### config.mk
export PLATFORM = sky130hd
export DESIGN_NAME = mult_issue_ctrl_flat
export DESIGN_NICKNAME = d
export VERILOG_FILES = /design/src/rtl/mult_issue_ctrl_if.sv /design/src/rtl/mult_issue_ctrl.sv /design/src/flat_wrapper.sv
export SDC_FILE = /design/constraint.sdc
export NUM_CORES = 1
export LEC_CHECK = 0
export BUFFER_PORTS_ARGS = -buffer_cell sky130_fd_sc_hd__buf_2
export CAP_MARGIN = 20
export CORE_ASPECT_RATIO = 1.25
export CORE_MARGIN = 1
export CORE_UTILIZATION = 44
export CTS_BUF_LIST = sky130_fd_sc_hd__clkbuf_4 sky130_fd_sc_hd__clkbuf_8
export CTS_CLUSTER_SIZE = 40
export DETAILED_ROUTE_END_ITERATION = 10
export MAX_ROUTING_LAYER = met4
export PLACE_DENSITY = 0.78
export SLEW_MARGIN = 20
export SYNTH_ARGS = -nofsm -noshare
export SYNTH_HDL_FRONTEND = slang
export SYNTH_SLANG_ARGS = --single-unit
### constraint.sdc
create_clock -name clk -period 2 [get_ports clk]
set_input_delay 0.4 -clock clk [delete_from_list [all_inputs] [get_ports clk]]
set_output_delay 0.4 -clock clk [all_outputs]
set_load 0.01 [all_outputs]
### src/rtl/mult_issue_ctrl_if.sv
// Signal bundle between the execute stage, the issue controller and the Booth multiplier.
// The slave modport is the controller's view; the master modport is the surrounding pipeline and multiplier.
interface mult_issue_ctrl_if #(
   parameter int CNT_W = 16
);
   logic              req_valid;
   logic              req_ready;
   logic [31:0]       req_a;
   logic [31:0]       req_b;
   logic [4:0]        req_tag;
   logic              flush;
   logic              mult_ctrl;
   logic [31:0]       mult_a;
   logic [31:0]       mult_b;
   logic [31:0]       mult_result;
   logic              mult_ready;
   logic              mult_exception;
   logic              resp_valid;
   logic              resp_ready;
   logic [31:0]       resp_result;
   logic              resp_exception;
   logic              resp_timeout;
   logic [4:0]        resp_tag;
   logic              stall;
   logic [CNT_W-1:0]  op_count;

   modport slave (
      input  req_valid, req_a, req_b, req_tag, flush,
             mult_result, mult_ready, mult_exception, resp_ready,
      output req_ready, mult_ctrl, mult_a, mult_b,
             resp_valid, resp_result, resp_exception, resp_timeout, resp_tag,
             stall, op_count
   );

   modport master (
      output req_valid, req_a, req_b, req_tag, flush,
             mult_result, mult_ready, mult_exception, resp_ready,
      input  req_ready, mult_ctrl, mult_a, mult_b,
             resp_valid, resp_result, resp_exception, resp_timeout, resp_tag,
             stall, op_count
   );
endinterface

### src/rtl/mult_issue_ctrl.sv
// Issue/sequencing front-end for the radix-4 Booth multiplier: holds operands, pulses start,
// waits for ready (with stale-ready guard and hang timeout) and returns a registered response.
module mult_issue_ctrl #(
   parameter int MIN_WAIT = 2,
   parameter int TIMEOUT  = 64,
   parameter int CNT_W    = 16
) (
   input  logic            clk,
   input  logic            reset,
   mult_issue_ctrl_if.slave bus
);
   localparam int WC_W = $clog2(TIMEOUT) + 1;

   typedef enum logic [1:0] {IDLE, START, WAIT, DONE} state_t;

   state_t           state;
   logic [WC_W-1:0]  wait_cnt;
   logic [31:0]      a_q;
   logic [31:0]      b_q;
   logic [4:0]       tag_q;
   logic             ctrl_q;
   logic             vld_q;
   logic [31:0]      res_q;
   logic             exc_q;
   logic             tmo_q;
   logic [4:0]       rtag_q;
   logic [CNT_W-1:0] cnt_q;
   logic             req_ready;
   logic             accept;
   logic             honour;

   function automatic logic [CNT_W-1:0] sat_inc(input logic [CNT_W-1:0] v);
      return (&v) ? v : v + CNT_W'(1);
   endfunction

   assign req_ready = ((state == IDLE) || ((state == DONE) && bus.resp_ready)) && !bus.flush;
   assign accept    = bus.req_valid && req_ready;
   // Ready seen in the first MIN_WAIT wait cycles may still belong to the previous operation.
   assign honour    = bus.mult_ready && (wait_cnt >= WC_W'(MIN_WAIT));

   always_ff @(posedge clk) begin
      if (reset) begin
         state    <= IDLE;
         wait_cnt <= '0;
         a_q      <= '0;
         b_q      <= '0;
         tag_q    <= '0;
         ctrl_q   <= 1'b0;
         vld_q    <= 1'b0;
         res_q    <= '0;
         exc_q    <= 1'b0;
         tmo_q    <= 1'b0;
         rtag_q   <= '0;
         cnt_q    <= '0;
      end else begin
         ctrl_q <= 1'b0;
         if (accept) begin
            a_q    <= bus.req_a;
            b_q    <= bus.req_b;
            tag_q  <= bus.req_tag;
            ctrl_q <= 1'b1;
         end
         case (state)
            IDLE: begin
               if (accept) state <= START;
            end
            START: begin
               wait_cnt <= '0;
               state    <= bus.flush ? IDLE : WAIT;
            end
            WAIT: begin
               wait_cnt <= wait_cnt + WC_W'(1);
               if (bus.flush) begin
                  state <= IDLE;
               end else if (honour) begin
                  res_q  <= bus.mult_result;
                  exc_q  <= bus.mult_exception;
                  tmo_q  <= 1'b0;
                  rtag_q <= tag_q;
                  vld_q  <= 1'b1;
                  state  <= DONE;
               end else if (wait_cnt == WC_W'(TIMEOUT - 1)) begin
                  res_q  <= '0;
                  exc_q  <= 1'b1;
                  tmo_q  <= 1'b1;
                  rtag_q <= tag_q;
                  vld_q  <= 1'b1;
                  state  <= DONE;
               end
            end
            DONE: begin
               if (bus.flush) begin
                  vld_q <= 1'b0;
                  state <= IDLE;
               end else if (bus.resp_ready) begin
                  vld_q <= 1'b0;
                  cnt_q <= sat_inc(cnt_q);
                  state <= accept ? START : IDLE;
               end
            end
            default: state <= IDLE;
         endcase
      end
   end

   assign bus.req_ready      = req_ready;
   assign bus.mult_ctrl      = ctrl_q;
   assign bus.mult_a         = a_q;
   assign bus.mult_b         = b_q;
   assign bus.resp_valid     = vld_q;
   assign bus.resp_result    = res_q;
   assign bus.resp_exception = exc_q;
   assign bus.resp_timeout   = tmo_q;
   assign bus.resp_tag       = rtag_q;
   assign bus.stall          = (state == START) || (state == WAIT);
   assign bus.op_count       = cnt_q;
endmodule

### src/flat_wrapper.sv
// flat-port wrapper written by rule: the top's interface ports become plain ports
module mult_issue_ctrl_flat 
#(
   parameter int MIN_WAIT = 2,
   parameter int TIMEOUT  = 64,
   parameter int CNT_W    = 16
)
  (clk, reset, bus_req_valid, bus_req_a, bus_req_b, bus_req_tag, bus_flush, bus_mult_result, bus_mult_ready, bus_mult_exception, bus_resp_ready, bus_req_ready, bus_mult_ctrl, bus_mult_a, bus_mult_b, bus_resp_valid, bus_resp_result, bus_resp_exception, bus_resp_timeout, bus_resp_tag, bus_stall, bus_op_count);
  mult_issue_ctrl_if #(.CNT_W(CNT_W)) bus_i ();
  input  logic clk;
  input  logic reset;
  input wire logic [$bits(bus_i.req_valid)-1:0] bus_req_valid;
  input wire logic [$bits(bus_i.req_a)-1:0] bus_req_a;
  input wire logic [$bits(bus_i.req_b)-1:0] bus_req_b;
  input wire logic [$bits(bus_i.req_tag)-1:0] bus_req_tag;
  input wire logic [$bits(bus_i.flush)-1:0] bus_flush;
  input wire logic [$bits(bus_i.mult_result)-1:0] bus_mult_result;
  input wire logic [$bits(bus_i.mult_ready)-1:0] bus_mult_ready;
  input wire logic [$bits(bus_i.mult_exception)-1:0] bus_mult_exception;
  input wire logic [$bits(bus_i.resp_ready)-1:0] bus_resp_ready;
  output wire logic [$bits(bus_i.req_ready)-1:0] bus_req_ready;
  output wire logic [$bits(bus_i.mult_ctrl)-1:0] bus_mult_ctrl;
  output wire logic [$bits(bus_i.mult_a)-1:0] bus_mult_a;
  output wire logic [$bits(bus_i.mult_b)-1:0] bus_mult_b;
  output wire logic [$bits(bus_i.resp_valid)-1:0] bus_resp_valid;
  output wire logic [$bits(bus_i.resp_result)-1:0] bus_resp_result;
  output wire logic [$bits(bus_i.resp_exception)-1:0] bus_resp_exception;
  output wire logic [$bits(bus_i.resp_timeout)-1:0] bus_resp_timeout;
  output wire logic [$bits(bus_i.resp_tag)-1:0] bus_resp_tag;
  output wire logic [$bits(bus_i.stall)-1:0] bus_stall;
  output wire logic [$bits(bus_i.op_count)-1:0] bus_op_count;
  assign bus_i.req_valid = bus_req_valid;
  assign bus_i.req_a = bus_req_a;
  assign bus_i.req_b = bus_req_b;
  assign bus_i.req_tag = bus_req_tag;
  assign bus_i.flush = bus_flush;
  assign bus_i.mult_result = bus_mult_result;
  assign bus_i.mult_ready = bus_mult_ready;
  assign bus_i.mult_exception = bus_mult_exception;
  assign bus_i.resp_ready = bus_resp_ready;
  assign bus_req_ready = bus_i.req_ready;
  assign bus_mult_ctrl = bus_i.mult_ctrl;
  assign bus_mult_a = bus_i.mult_a;
  assign bus_mult_b = bus_i.mult_b;
  assign bus_resp_valid = bus_i.resp_valid;
  assign bus_resp_result = bus_i.resp_result;
  assign bus_resp_exception = bus_i.resp_exception;
  assign bus_resp_timeout = bus_i.resp_timeout;
  assign bus_resp_tag = bus_i.resp_tag;
  assign bus_stall = bus_i.stall;
  assign bus_op_count = bus_i.op_count;
  mult_issue_ctrl #(.MIN_WAIT(MIN_WAIT), .TIMEOUT(TIMEOUT), .CNT_W(CNT_W)) u_core (.clk(clk), .reset(reset), .bus(bus_i));
endmodule
==> flow_summary.json <==
{
  "status": "finished clean",
  "dr.pass1.iters": 4,
  "start_kind": "flip-flop",
  "power_mw": 5.74,
  "irDropWorstVdd_v": 0.000734,
  "wl_per_cell_um": 13.8,
  "vias": 5060,
  "syn_area_mm2": 0.00519,
  "synth_nets": 695,
  "core_area_mm2": 0.0116,
  "hold_viol": 0,
  "clk_pin_slew_worst_paths_ns": 0.09,
  "synthFlopType": "dfxtp_1",
  "grt_pass1_wl_um": 20600,
  "grt_antenna_before_repair": 0,
  "maxSlewViolCount": 0,
  "fin_util_pct": 61.8,
  "grt.overflow.total": 0,
  "fin_worst_skew_ns": 0.0108,
  "setup_viol": 0,
  "grt_max_degree": 74,
  "synth_area_leaders": "dfxtp_1 (52%), nand2_1 (12%), a21oi_1 (7.9%)",
  "cpMaxStageDelayCell": "or4_4",
  "postSynthCellCount": 579,
  "tns_ns": 0,
  "fin_crit_ns": 2.00,
  "diodes": 0,
  "post-route-drc-count": 0,
  "max_freq_ghz": 0.500,
  "synthArstFlopShare_pct": 0,
  "worst_slack_ns": 0.000712,
  "clock_path_buffers": 2,
  "grt_use_total_pct": 21.8,
  "gp_congestion": 0.807,
  "cts.htree.levels": 4,
  "p_leak_nw": 3.18,
  "rsz0062_at_grt": "true",
  "fin_hold_ws_ns": 0.169,
  "dp.cells": 939,
  "synth_cell_types": 53,
  "drive_above_1_share_pct": 38.4,
  "path_max_fanout": 32,
  "finalCritPeriodShare_pct": 100,
  "path_cells": "inv_2 > ha_2 > or4_4 > o41a_4 > o21ai_4 > buf_12 > a32o_1",
  "synth_top_area_share_pct": 52.1,
  "worst_pin_slew_ns": 0.428,
  "seq_area_frac_synth_pct": 52.1,
  "num_io_pins": 231,
  "yosys_register_bits": 135,
  "avgSynthCellArea_um2": 8.96,
  "max-slew-margin-rel_pct": 71.2,
  "die_w_um": 99.1,
  "vias_per_cell": 5.21,
  "clockRootBuffer": "clkbuf_8",
  "wirelength_um": 13400,
  "cts.sinks": 135,
  "dieArea_mm2": 0.0122,
  "critical_path_required_ns": 2.38,
  "start_util_pct": 44.9,
  "area_growth_pct": 37.7,
  "synth_top_area_cell": "dfxtp_1",
  "place_area_mm2": 0.00667,
  "max_stage_delay_ns": 0.45,
  "io_buffers": 230,
  "cts_buffers": 17,
  "final_area_mm2": 0.00714,
  "hold_class": "input pin to flip-flop",
  "crit_arrival_ns": 2.38,
  "first_iter_violations": 150,
  "clk_latency_ns": 0.43,
  "nets": 936,
  "row_count": 44,
  "die_h_um": 123,
  "synth_edf_count": 0,
  "hpwl_um": 9550,
  "pre_cts_ws_ns": -0.0170,
  "p_per_area_mw_per_mm2": 804,
  "worstSetupPathType": "flip-flop to flip-flop",
  "cts_tree": "done",
  "synth_warnings": 0,
  "critPathCaptureType": "flip-flop",
  "finalNonFillerCells": 971,
  "grt_pass1_vias": 4382,
  "cts_hold_buf": 0,
  "cap_violations": 0,
  "ant_nets": 0
}
[final cells by class]
type / count / area, µm²
inverters: 9 / 33.8
flip-flops and latches: 135 / 2710
clock buffers: 17 / 234
fillers: 1053 / 4420
repair buffers: 260 / 1460
multi-input cells: 397 / 2350
well taps: 138 / 173
clock inverters: 15 / 189
[worst paths after layout]
check / start / endpoint / slack, ns / depth (start not counted)
worst max register to register: u_core.wait_cnt[0]$_SDFFE_PP0P_ / u_core.bus.resp_result[24]$_SDFFE_PP0P_ / 0.0007 / 7
worst min-delay path: bus_mult_result[11] / u_core.bus.resp_result[11]$_SDFFE_PP0P_ / 0.17 / 2
worst max-delay path: u_core.wait_cnt[0]$_SDFFE_PP0P_ / u_core.bus.resp_result[24]$_SDFFE_PP0P_ / 0.0007 / 7
worst min register to register: u_core.bus.mult_a[10]$_SDFFE_PP0P_ / u_core.bus.mult_a[10]$_SDFFE_PP0P_ / 0.45 / 2
[metal layers]
metal  GRT usage, %  wire [µm]  up-vias
met2           36.1       6430      208
li1               -          -     2529
met5              -          0        -
met4           9.28        172        0
met1           24.9       5750     2308
met3           5.99       1030       15
[cell usage after synthesis, types with 2 or more instances]
cell	instances
or3_1	4
ha_1	8
mux2_2	3
o31ai_1	5
nand3_1	6
nor2b_1	5
a31oi_1	3
nand2_1	161
a21oi_1	82
a32o_1	32
nor4_1	2
o41ai_1	3
and4_1	2
o21ai_0	8
buf_6	3
nand4_1	7
nor2_1	15
nand2b_1	2
o311ai_0	3
inv_1	8
a311oi_1	2
clkbuf_1	33
xor2_1	3
or2_2	3
or4_1	5
dfxtp_1	135
nor3_1	4
mux2i_1	7
[sequential cells by signal, indices dropped and copies added (netlist names)]
| name | count |
|---|---|
| u_core.bus.resp_exception | 1 |
| u_core.state | 2 |
| u_core.bus.mult_a | 32 |
| u_core.bus.resp_result | 32 |
| u_core.bus.resp_tag | 5 |
| u_core.wait_cnt | 7 |
| u_core.bus.op_count | 16 |
| u_core.bus.mult_ctrl | 1 |
| u_core.tag_q | 5 |
| u_core.bus.resp_timeout | 1 |
| u_core.bus.mult_b | 32 |
| u_core.bus.resp_valid | 1 |
[kinds of logic after synthesis]
group	Yosys count	share of synthesized area, %
compound gates	152	20.4
simple gates	223	19.0
buf+inv	47	3.86
flops	135	52.1
mux	11	2.22
fa+ha+maj	8	1.93
xor+xnor	3	0.506
[placed cells by master (no fill, tap or decap), types with 4 or more instances in the layout]
cell type and n:
nor2_1 14, nand2_1 161, dfxtp_2 4, o21ai_0 7, clkinvlp_4 4, buf_4 23, inv_1 6, a21oi_1 82
or4_1 4, ha_1 5, or3_1 4, buf_2 230, o31ai_1 4, dfxtp_1 131, nand4_1 7, buf_12 6
clkbuf_8 17, nor2b_1 5, mux2i_1 7, a32o_1 32, nand3_1 6, inv_6 6
[report_power, final]
| part | total (mW) | leakage, nW | internal (mW) | switching, mW |
|---|---|---|---|---|
| combinational | 0.551 | 1.89 | 0.243 | 0.309 |
| sequential | 2.80 | 1.10 | 2.77 | 0.0362 |
| clock | 2.39 | 0.202 | 1.26 | 1.13 |
| total | 5.74 | 3.18 | 4.27 | 1.47 |
[timing repair]
item	CTS	global route
pin swaps	0	3
endpoints found under the setup margin	35	44
gates resized for setup	7	8
setup buffers	0	0
cloned	0	0
[critical path: cells and delay by family, from the launching register on]
family                   cells  cell delay, ns
flip-flops                   1            0.34
adder cells (fa/ha/maj)      1            0.17
AND/OR/NAND/NOR              1            0.45
buffers and inverters        2            0.24
AO/OA/AOI/OAI                3            0.76
(Power assumes the default switching activity.)
